==> src/rtl/register_file_2r1w.sv <==
// 2-read/1-write register file with registered reads, write-first bypass and a
// post-reset clear sweep. Define REGFILE_ZERO_REG_EN to hardwire register 0 to zero.
module register_file_2r1w #(
   parameter int WIDTH = 8,
   parameter int DEPTH = 4,
   localparam int AW = $clog2(DEPTH)
) (
   input  logic             clk,
   input  logic             rst,
   input  logic             we,
   input  logic [AW-1:0]    w_add,
   input  logic [WIDTH-1:0] ip,
   input  logic             re,
   input  logic [AW-1:0]    r_add_a,
   input  logic [AW-1:0]    r_add_b,
   output logic [WIDTH-1:0] op_a,
   output logic [WIDTH-1:0] op_b,
   output logic             op_valid,
   output logic             ready
);

`ifdef REGFILE_ZERO_REG_EN
   localparam bit LP_ZERO_REG = 1'b1;
`else
   localparam bit LP_ZERO_REG = 1'b0;
`endif

   typedef enum logic {S_CLEAR = 1'b0, S_RUN = 1'b1} state_t;

   state_t           r_state;
   logic [AW-1:0]    r_ptr;
   logic [WIDTH-1:0] r_op_a;
   logic [WIDTH-1:0] r_op_b;
   logic             r_op_valid;
   logic             r_ready;
   logic [WIDTH-1:0] r_mem [DEPTH];

   logic             w_clear;
   logic             w_wr_ok;
   logic             w_mem_we;
   logic [AW-1:0]    w_mem_addr;
   logic [WIDTH-1:0] w_mem_data;
   logic [AW-1:0]    w_rd_addr [2];
   logic [WIDTH-1:0] w_rd_data [2];

   assign w_clear    = (r_state == S_CLEAR);
   assign w_wr_ok    = !(LP_ZERO_REG && (w_add == '0));
   // The sweep and normal writes share the single memory write port.
   assign w_mem_we   = !rst && (w_clear || (we && w_wr_ok));
   assign w_mem_addr = w_clear ? r_ptr : w_add;
   assign w_mem_data = w_clear ? '0 : ip;

   always_ff @(posedge clk) begin
      if (w_mem_we) begin
         r_mem[w_mem_addr] <= w_mem_data;
      end
   end

   assign w_rd_addr[0] = r_add_a;
   assign w_rd_addr[1] = r_add_b;

   generate
      for (genvar gi = 0; gi < 2; gi++) begin : g_rd
         logic w_hit;
         assign w_hit = we && re && w_wr_ok && (w_add == w_rd_addr[gi]);
         assign w_rd_data[gi] = (LP_ZERO_REG && (w_rd_addr[gi] == '0)) ? '0 :
                                w_hit ? ip : r_mem[w_rd_addr[gi]];
      end
   endgenerate

   always_ff @(posedge clk) begin
      if (rst) begin
         r_state    <= S_CLEAR;
         r_ptr      <= '0;
         r_op_a     <= '0;
         r_op_b     <= '0;
         r_op_valid <= 1'b0;
         r_ready    <= 1'b0;
      end else begin
         r_op_valid <= 1'b0;
         case (r_state)
            S_CLEAR: begin
               r_ptr <= r_ptr + AW'(1);
               if (r_ptr == AW'(DEPTH - 1)) begin
                  r_state <= S_RUN;
                  r_ready <= 1'b1;
               end
            end
            S_RUN: begin
               if (re) begin
                  r_op_a     <= w_rd_data[0];
                  r_op_b     <= w_rd_data[1];
                  r_op_valid <= 1'b1;
               end
            end
            default: r_state <= S_CLEAR;
         endcase
      end
   end

   assign op_a     = r_op_a;
   assign op_b     = r_op_b;
   assign op_valid = r_op_valid;
   assign ready    = r_ready;

endmodule

==> config.mk <==
export PLATFORM = sky130hd
export DESIGN_NAME = register_file_2r1w
export DESIGN_NICKNAME = d
export VERILOG_FILES = /design/src/rtl/register_file_2r1w.sv
export SDC_FILE = /design/constraint.sdc
export NUM_CORES = 1
export LEC_CHECK = 0
export CORE_ASPECT_RATIO = 0.75
export CORE_MARGIN = 1
export CORE_UTILIZATION = 35
export DETAILED_ROUTE_END_ITERATION = 10
export GPL_TIMING_DRIVEN = 0
export PLACE_DENSITY_LB_ADDON = 0.25
export SLEW_MARGIN = 20
export SYNTH_ARGS = -nofsm -noshare
export SYNTH_HDL_FRONTEND = slang
export SYNTH_SLANG_ARGS = --single-unit
==> constraint.sdc <==
create_clock -name clk -period 2.5 [get_ports clk]
set_input_delay 0.5 -clock clk [delete_from_list [all_inputs] [get_ports clk]]
set_output_delay 0.5 -clock clk [all_outputs]
set_load 0.05 [all_outputs]
==> impl_results.md, run 1 <==
* R2R setup slack at ~0.13 ns
* Max_cap viols at 0
* PD cells at approximately 660 nW/um^2
* Worst-margin pin slew at ~0.74 ns
* Layout fillers at about 690
* Avg WL per Cell at ~18 um
* Vias in the first global route at approximately 1700
* WL final at just under 6000 um
* Mapped Avg Cell Area at roughly 14 sq um
* Die height at just under 80 um
* Gr usage total at 0.165
* I/O Buffers at 31
* Final setup margin at between 0.1 and 0.15 ns
* FP Rows at 27
* WHS at a little over 0.5 ns
* Worst Setup EP: r_mem[3][1]
* Syn Inst Count at 192
* Worst hold path type: register to register
* Syn Nets at between 200 and 250
* FF-to-FF End: r_mem[3][1]
* Most common cell after layout, fill and taps aside: edfxtp_1
* Warnings, synthesis at 0
* Area post-placement at ~3100 sq um
* Fin crit share at 0.946
* Width of the die at 102 um
* Sink Count at 53
* Reg2Reg Launch Point: r_state
* Core area at around 7300 sq um
* Minimum clock period at roughly 2.4 ns
* # H-tree levels at 2
* TritonCTS buffer count at 5
* Seq/Total Area, Yosys at 0.524
* RSZ-0062 raised after global routing: true
* Final nets at 250
* Final Hold Vio Count at 0
* Kind of critical path: register to register
* Yosys cell types at 32
* Sequential cell area at approximately 1400 sq um
* Die ar. at between 7000 and 8000 sq um
* DRC at 0
* CP Launch Point: r_state
* Multi-input gate area in the final layout at 1200 sq um
* Iter 0 DRT Violations at 103
* Post-Route Utilization at 0.438
* GPL Wtd Cong at between 0.7 and 0.8
* First-pass detailed-route iteration total at 4
* Skew final at 0.00434 ns
* Synthesized cell area at roughly 2600 sq um
* Length in cells of the worst reg-to-reg path at 4
* Fin. max-slew vios at 0
* CTS tree: yes
* Critical path required time at between 2 and 2.5 ns
* Clock tree buffer depth at 2
* Run status: finished clean
* Area contributors post-synth: edfxtp_1, dfxtp_1, mux4_2, a311oi_2, nor2_1
* Clk_lat worst skew at ~0.3 ns
* Post-CTS Resized at 0
* Max Clk Rate at between 400 and 500 MHz
* ANT nets after route at 0
* Yosys top cell area share at 0.364
* Share of layout cells above drive strength 1 at 0.259
* Clock root cell: clkbuf_8
* CP Launch Type: register
* # Post-CTS Setup Buffers at 0
* Initial antenna violation count at 0
* Antenna Cells at 0
* Placement Setup Slack at -0.0623 ns
* VDD IR-drop max at between 400 and 500 uV
* Largest net degree at the start of global routing at 19
* P_leak at 1.02 nW
* Hold Buf Count CTS at 0
* I/O pins at 36
* Clock transition at the registers of the reported paths at 0.10 ns
* Worst path arrival time at around 2.3 ns
* Via count at 1726
* CP Capture Type: register
* Final Cell Area at approximately 3200 sq um
* Area growth from synthesis to layout at 21.8%
* HPWL Detailed at 4420 um
* Leading area contributor after synthesis: edfxtp_1
* Setup-failing EPs final at 0
* Crit-path max FO at 10
* Commonest cells after routing, fill and taps aside: edfxtp_1, clkdlybuf4s50_1, nor2_1, dfxtp_1
* Starting density of the core at 0.360
* Relative slew margins at 0.503
* First-pass GRT wire length at between 9000 and 10000 um
* Vias/cell at between 5 and 6
* GR Overflow Total at 0
* Synthesized flop and latch total at 53
-- synth_stat cells (all sizes together) --
master         n
nor2b          2
clkbuf         4
buf            7
and2b          1
dlymetal6s2s   1
ha             1
and2           9
mux2i          5
a211oi         2
mux4          16
nor3           2
edfxtp        32
nor3b          2
o22a           2
dfxtp         21
o21ai         16
a311oi        14
a21oi          1
o22ai          3
nand2          2
nor2          24
mux2           2
a31oi          3
inv            1
and3b          1
nand3         14
xor2           4
-- critical path, stage by stage, from the launching register on --
cell	delay, ns
dfxtp_1	0.49
dlymetal6s2s_1	0.40
buf_2	0.30
a31oi_1	0.17
nor3_2	0.64
-- worst min-delay path by stage --
stage,start,end,cells past startpoint
finish,op_a[5],op_a[5],2
detailed placement,ready,ready,2
global route,op_a[5],op_a[5],2
floorplan,r_ptr[0],r_ptr[0],2
global placement,ready,ready,2
CTS,op_a[5],op_a[5],2
-- sequential cells by signal (all words and copies together), names as in the netlist --
signal,count
r_state,1
op_a,8
op_b,8
r_ptr,2
op_valid,1
ready,1
r_mem,32
-- layer usage --
| layer | vias to the layer above | GRT usage | share of wire |
|---|---|---|---|
| li1 | 834 | - | - |
| met1 | 848 | 0.264 | 0.50 |
| met2 | 42 | 0.219 | 0.43 |
| met3 | 2 | 0.0428 | 0.070 |
| met4 | 0 | 0.0300 | 0.0039 |
| met5 | - | 0 | 0 |
-- cell families after synthesis --
logic type	Yosys count	synth area share
AND/OR/NAND/NOR	57	0.106
flip-flops	53	0.524
buffers and inverters	13	0.0275
adder cells (fa/ha/maj)	1	0.00475
multiplexers	23	0.181
AO/OA/AOI/OAI	41	0.143
XOR/XNOR	4	0.0133
-- metrics by stage --
stage	setup TNS [ns]	power, mW	cells
floorplan	0	1.39	192
global placement	-12.84	1.54	324
detailed placement	-0.797	1.55	325
CTS	0	2.15	333
global route	-1.17	2.22	333
finish	0	2.13	333
-- area by class of cell --
cell class | count | area share
repair buffers | 32 | 0.0989
inverters | 1 | 0.00117
well taps | 101 | 0.0393
clock buffers | 5 | 0.0214
clock inverters | 3 | 0.0148
plain buffers | 12 | 0.0214
multi-input cells | 126 | 0.373
flip-flops and latches | 53 | 0.430
-- power breakdown --
part | switching, mW | internal (mW) | total [mW]
combinational | 0.301 | 0.198 | 0.499
clock | 0.297 | 0.306 | 0.603
sequential | 0.0344 | 0.995 | 1.03
Power figures use the tool's default switching activity.
==> run 2, diff against run 1 <==
CTS_CLUSTER_DIAMETER = 40   (was unset)
SKIP_CTS_REPAIR_TIMING = 1   (was unset)
==> results of run 2 <==
No change in the layout: final DEF, timing and power equal those of run 1.
==> run 3, diff against run 2 <==
REMOVE_ABC_BUFFERS = 1   (was unset)
==> run 3 against run 2 <==
Effect of this change: setup slack gained 0.19 ns; register-to-register slack gained 0.27 ns; utilization decreased by 0.55 points; flip-flop and latch count stayed put; die area did not move; critical path type is now input port to register.
==> impl_results.md, run 3 (synthesis gave the netlist of run 1 again) <==
* Run status: finished clean (unchanged)
* Die height at 77.2 um (unchanged)
* VDD IR-drop max at 264 uV (was 429 uV)
* Antenna Cells at 0 (unchanged)
* P_leak at 0.966 nW (was 1.02 nW)
* CP Launch Type: input port (was register)
* Worst-margin pin slew at 0.730 ns (was 0.741 ns)
* Clock root cell: clkbuf_8 (unchanged)
* FP Rows at 27 (unchanged)
* HPWL Detailed at 3820 um (was 4420 um)
* Most common cell after layout, fill and taps aside: clkdlybuf4s50_1 (was edfxtp_1)
* Setup TNS at 0 ns (unchanged)
* Via count at 1675 (was 1726)
* First-pass detailed-route iteration total at 4 (unchanged)
* PD cells at 666 nW/um^2 (was 664 nW/um^2)
* Clk_lat worst skew at 0.31 ns (was 0.30 ns)
* Critical path required time at 2.73 ns (was 2.44 ns)
* Final Cell Area at 3170 sq um (was 3210 sq um)
* DRC at 0 (unchanged)
* Relative slew margins at 0.511 (was 0.503)
* FF-to-FF End: r_mem[1][3] (was r_mem[3][1])
* Starting density of the core at 0.360 (unchanged)
* Fin crit share at 0.869 (was 0.946)
* Minimum clock period at 2.17 ns (was 2.37 ns)
* Reg2Reg Launch Point: r_state (unchanged)
* R2R setup slack at 0.40 ns (was 0.13 ns)
* Hold Crit Start: ready (was op_a[5])
* Vias in the first global route at 1599 (was 1665)
* Worst-path cell chain: clkdlybuf4s50_1 > nor2b_1 > mux2_4 > nand3_1 > a311oi_2 (was dlymetal6s2s_1 > buf_2 > a31oi_1 > nor3_2)
* ANT nets after route at 0 (unchanged)
* Gr usage total at 0.153 (was 0.165)
* Clock transition at the registers of the reported paths at 0.10 ns (about the same)
* GPL Wtd Cong at 0.714 (was 0.749)
* Final Hold Vio Count at 0 (unchanged)
* # H-tree levels at 2 (unchanged)
* Crit-path leading delay family: buffers and inverters (unchanged)
* Iter 0 DRT Violations at 97 (was 103)
* Largest net degree at the start of global routing at 31 (was 19)
* Area growth from synthesis to layout at 20.3% (was 21.8%)
* Die ar. at 7890 sq um (unchanged)
* Total Power at 2.11 mW (was 2.13 mW)
* First-pass GRT wire length at 8840 um (was 9540 um)
* Buf/Inv on CP at 1 (was 2)
* I/O Buffers at 35 (was 31)
* CP Capture Type: register (unchanged)
* Share of layout cells above drive strength 1 at 0.229 (was 0.259)
* Slowest cell on crit path: clkdlybuf4s50_1 (was nor3_2)
* Crit-path max FO at 10 (unchanged)
* WL final at 5450 um (was 5960 um)
* Worst stage delay on the critical path at 0.89 ns (was 0.64 ns)
* Length in cells of the worst reg-to-reg path at 2 (was 4)
* Vias/cell at 5.17 (was 5.18)
* Max_cap viols at 0 (unchanged)
* Avg WL per Cell at 16.8 um (was 17.9 um)
* Kind of critical path: input port to register (was register to register)
* Max Clk Rate at 461 MHz (was 423 MHz)
* Reg with most FFs: r_mem (unchanged)
* Setup-failing EPs final at 0 (unchanged)
* WHS at 0.477 ns (was 0.506 ns)
* Max reg flops at 32 (unchanged)
* Sink Count at 53 (unchanged)
* Initial antenna violation count at 0 (unchanged)
* Fin. max-slew vios at 0 (unchanged)
* RSZ-0062 raised after global routing: false (was true)
* Clock tree buffer depth at 2 (unchanged)
* Width of the die at 102 um (unchanged)
* Area post-placement at 3050 sq um (was 3100 sq um)
* CTS tree: yes (unchanged)
* Post-Route Utilization at 0.433 (was 0.438)
* TritonCTS buffer count at 5 (unchanged)
* Worst hold path type: register to register (unchanged)
* Skew final at 0.00706 ns (was 0.00434 ns)
* Hold endpoint: ready (was op_a[5])
* I/O pins at 36 (unchanged)
* GR Overflow Total at 0 (unchanged)
* Worst hold path stage count at 2 (unchanged)
* Commonest cells after routing, fill and taps aside: clkdlybuf4s50_1, edfxtp_1, nor2_1, dfxtp_1 (was edfxtp_1, clkdlybuf4s50_1, nor2_1, dfxtp_1)
* Final nets at 241 (was 250)
* Core area at 7330 sq um (unchanged)
* Worst path arrival time at 2.40 ns (was 2.31 ns)
[run 3: report_power, final]
group,switching [mW],leakage [nW],internal (mW)
clock,0.289,0.0591,0.306
sequential,0.0404,0.471,0.996
combinational,0.289,0.436,0.192
[run 3: cell type report]
class | instances | area (sq um)
timing repair buffer | 35 | 345
fill | 689 | 4160
clock inverter | 3 | 47.5
sequential | 53 | 1380
clock buffer | 5 | 68.8
multi-input combinational | 126 | 1200
tap | 101 | 126
inverter | 1 | 3.75
[run 3: worst max-delay path by stage]
stage	startpoint	endpoint	cells after the start
after floorplan	r_state	r_mem[2][0]	3
after global placement	rst	r_mem[1][0]	2
after detailed placement	r_add_a[0]	op_a[0]	5
after CTS	r_state	r_mem[1][3]	2
after global routing	r_add_a[1]	op_a[6]	5
final	r_add_a[0]	op_a[7]	5
[run 3: worst min-delay path: stages, from the launching register on]
cell and delay (ns):
dfxtp_1 0.34, a21oi_1 0.04, nor2_1 0.07
[run 3: per-stage QoR]
stage	instances	setup WS, ns
final	324	0.329
after global routing	324	0.149
after CTS	324	0.0554
after detailed placement	316	-0.00828
after global placement	316	-0.963
after floorplan	180	0.295
[run 3: layer usage]
metal / wire length, um / global-route usage
met3: 310 / 0.0365
met2: 2390 / 0.219
met4: 49 / 0.0471
met5: 0 / 0
met1: 2700 / 0.227
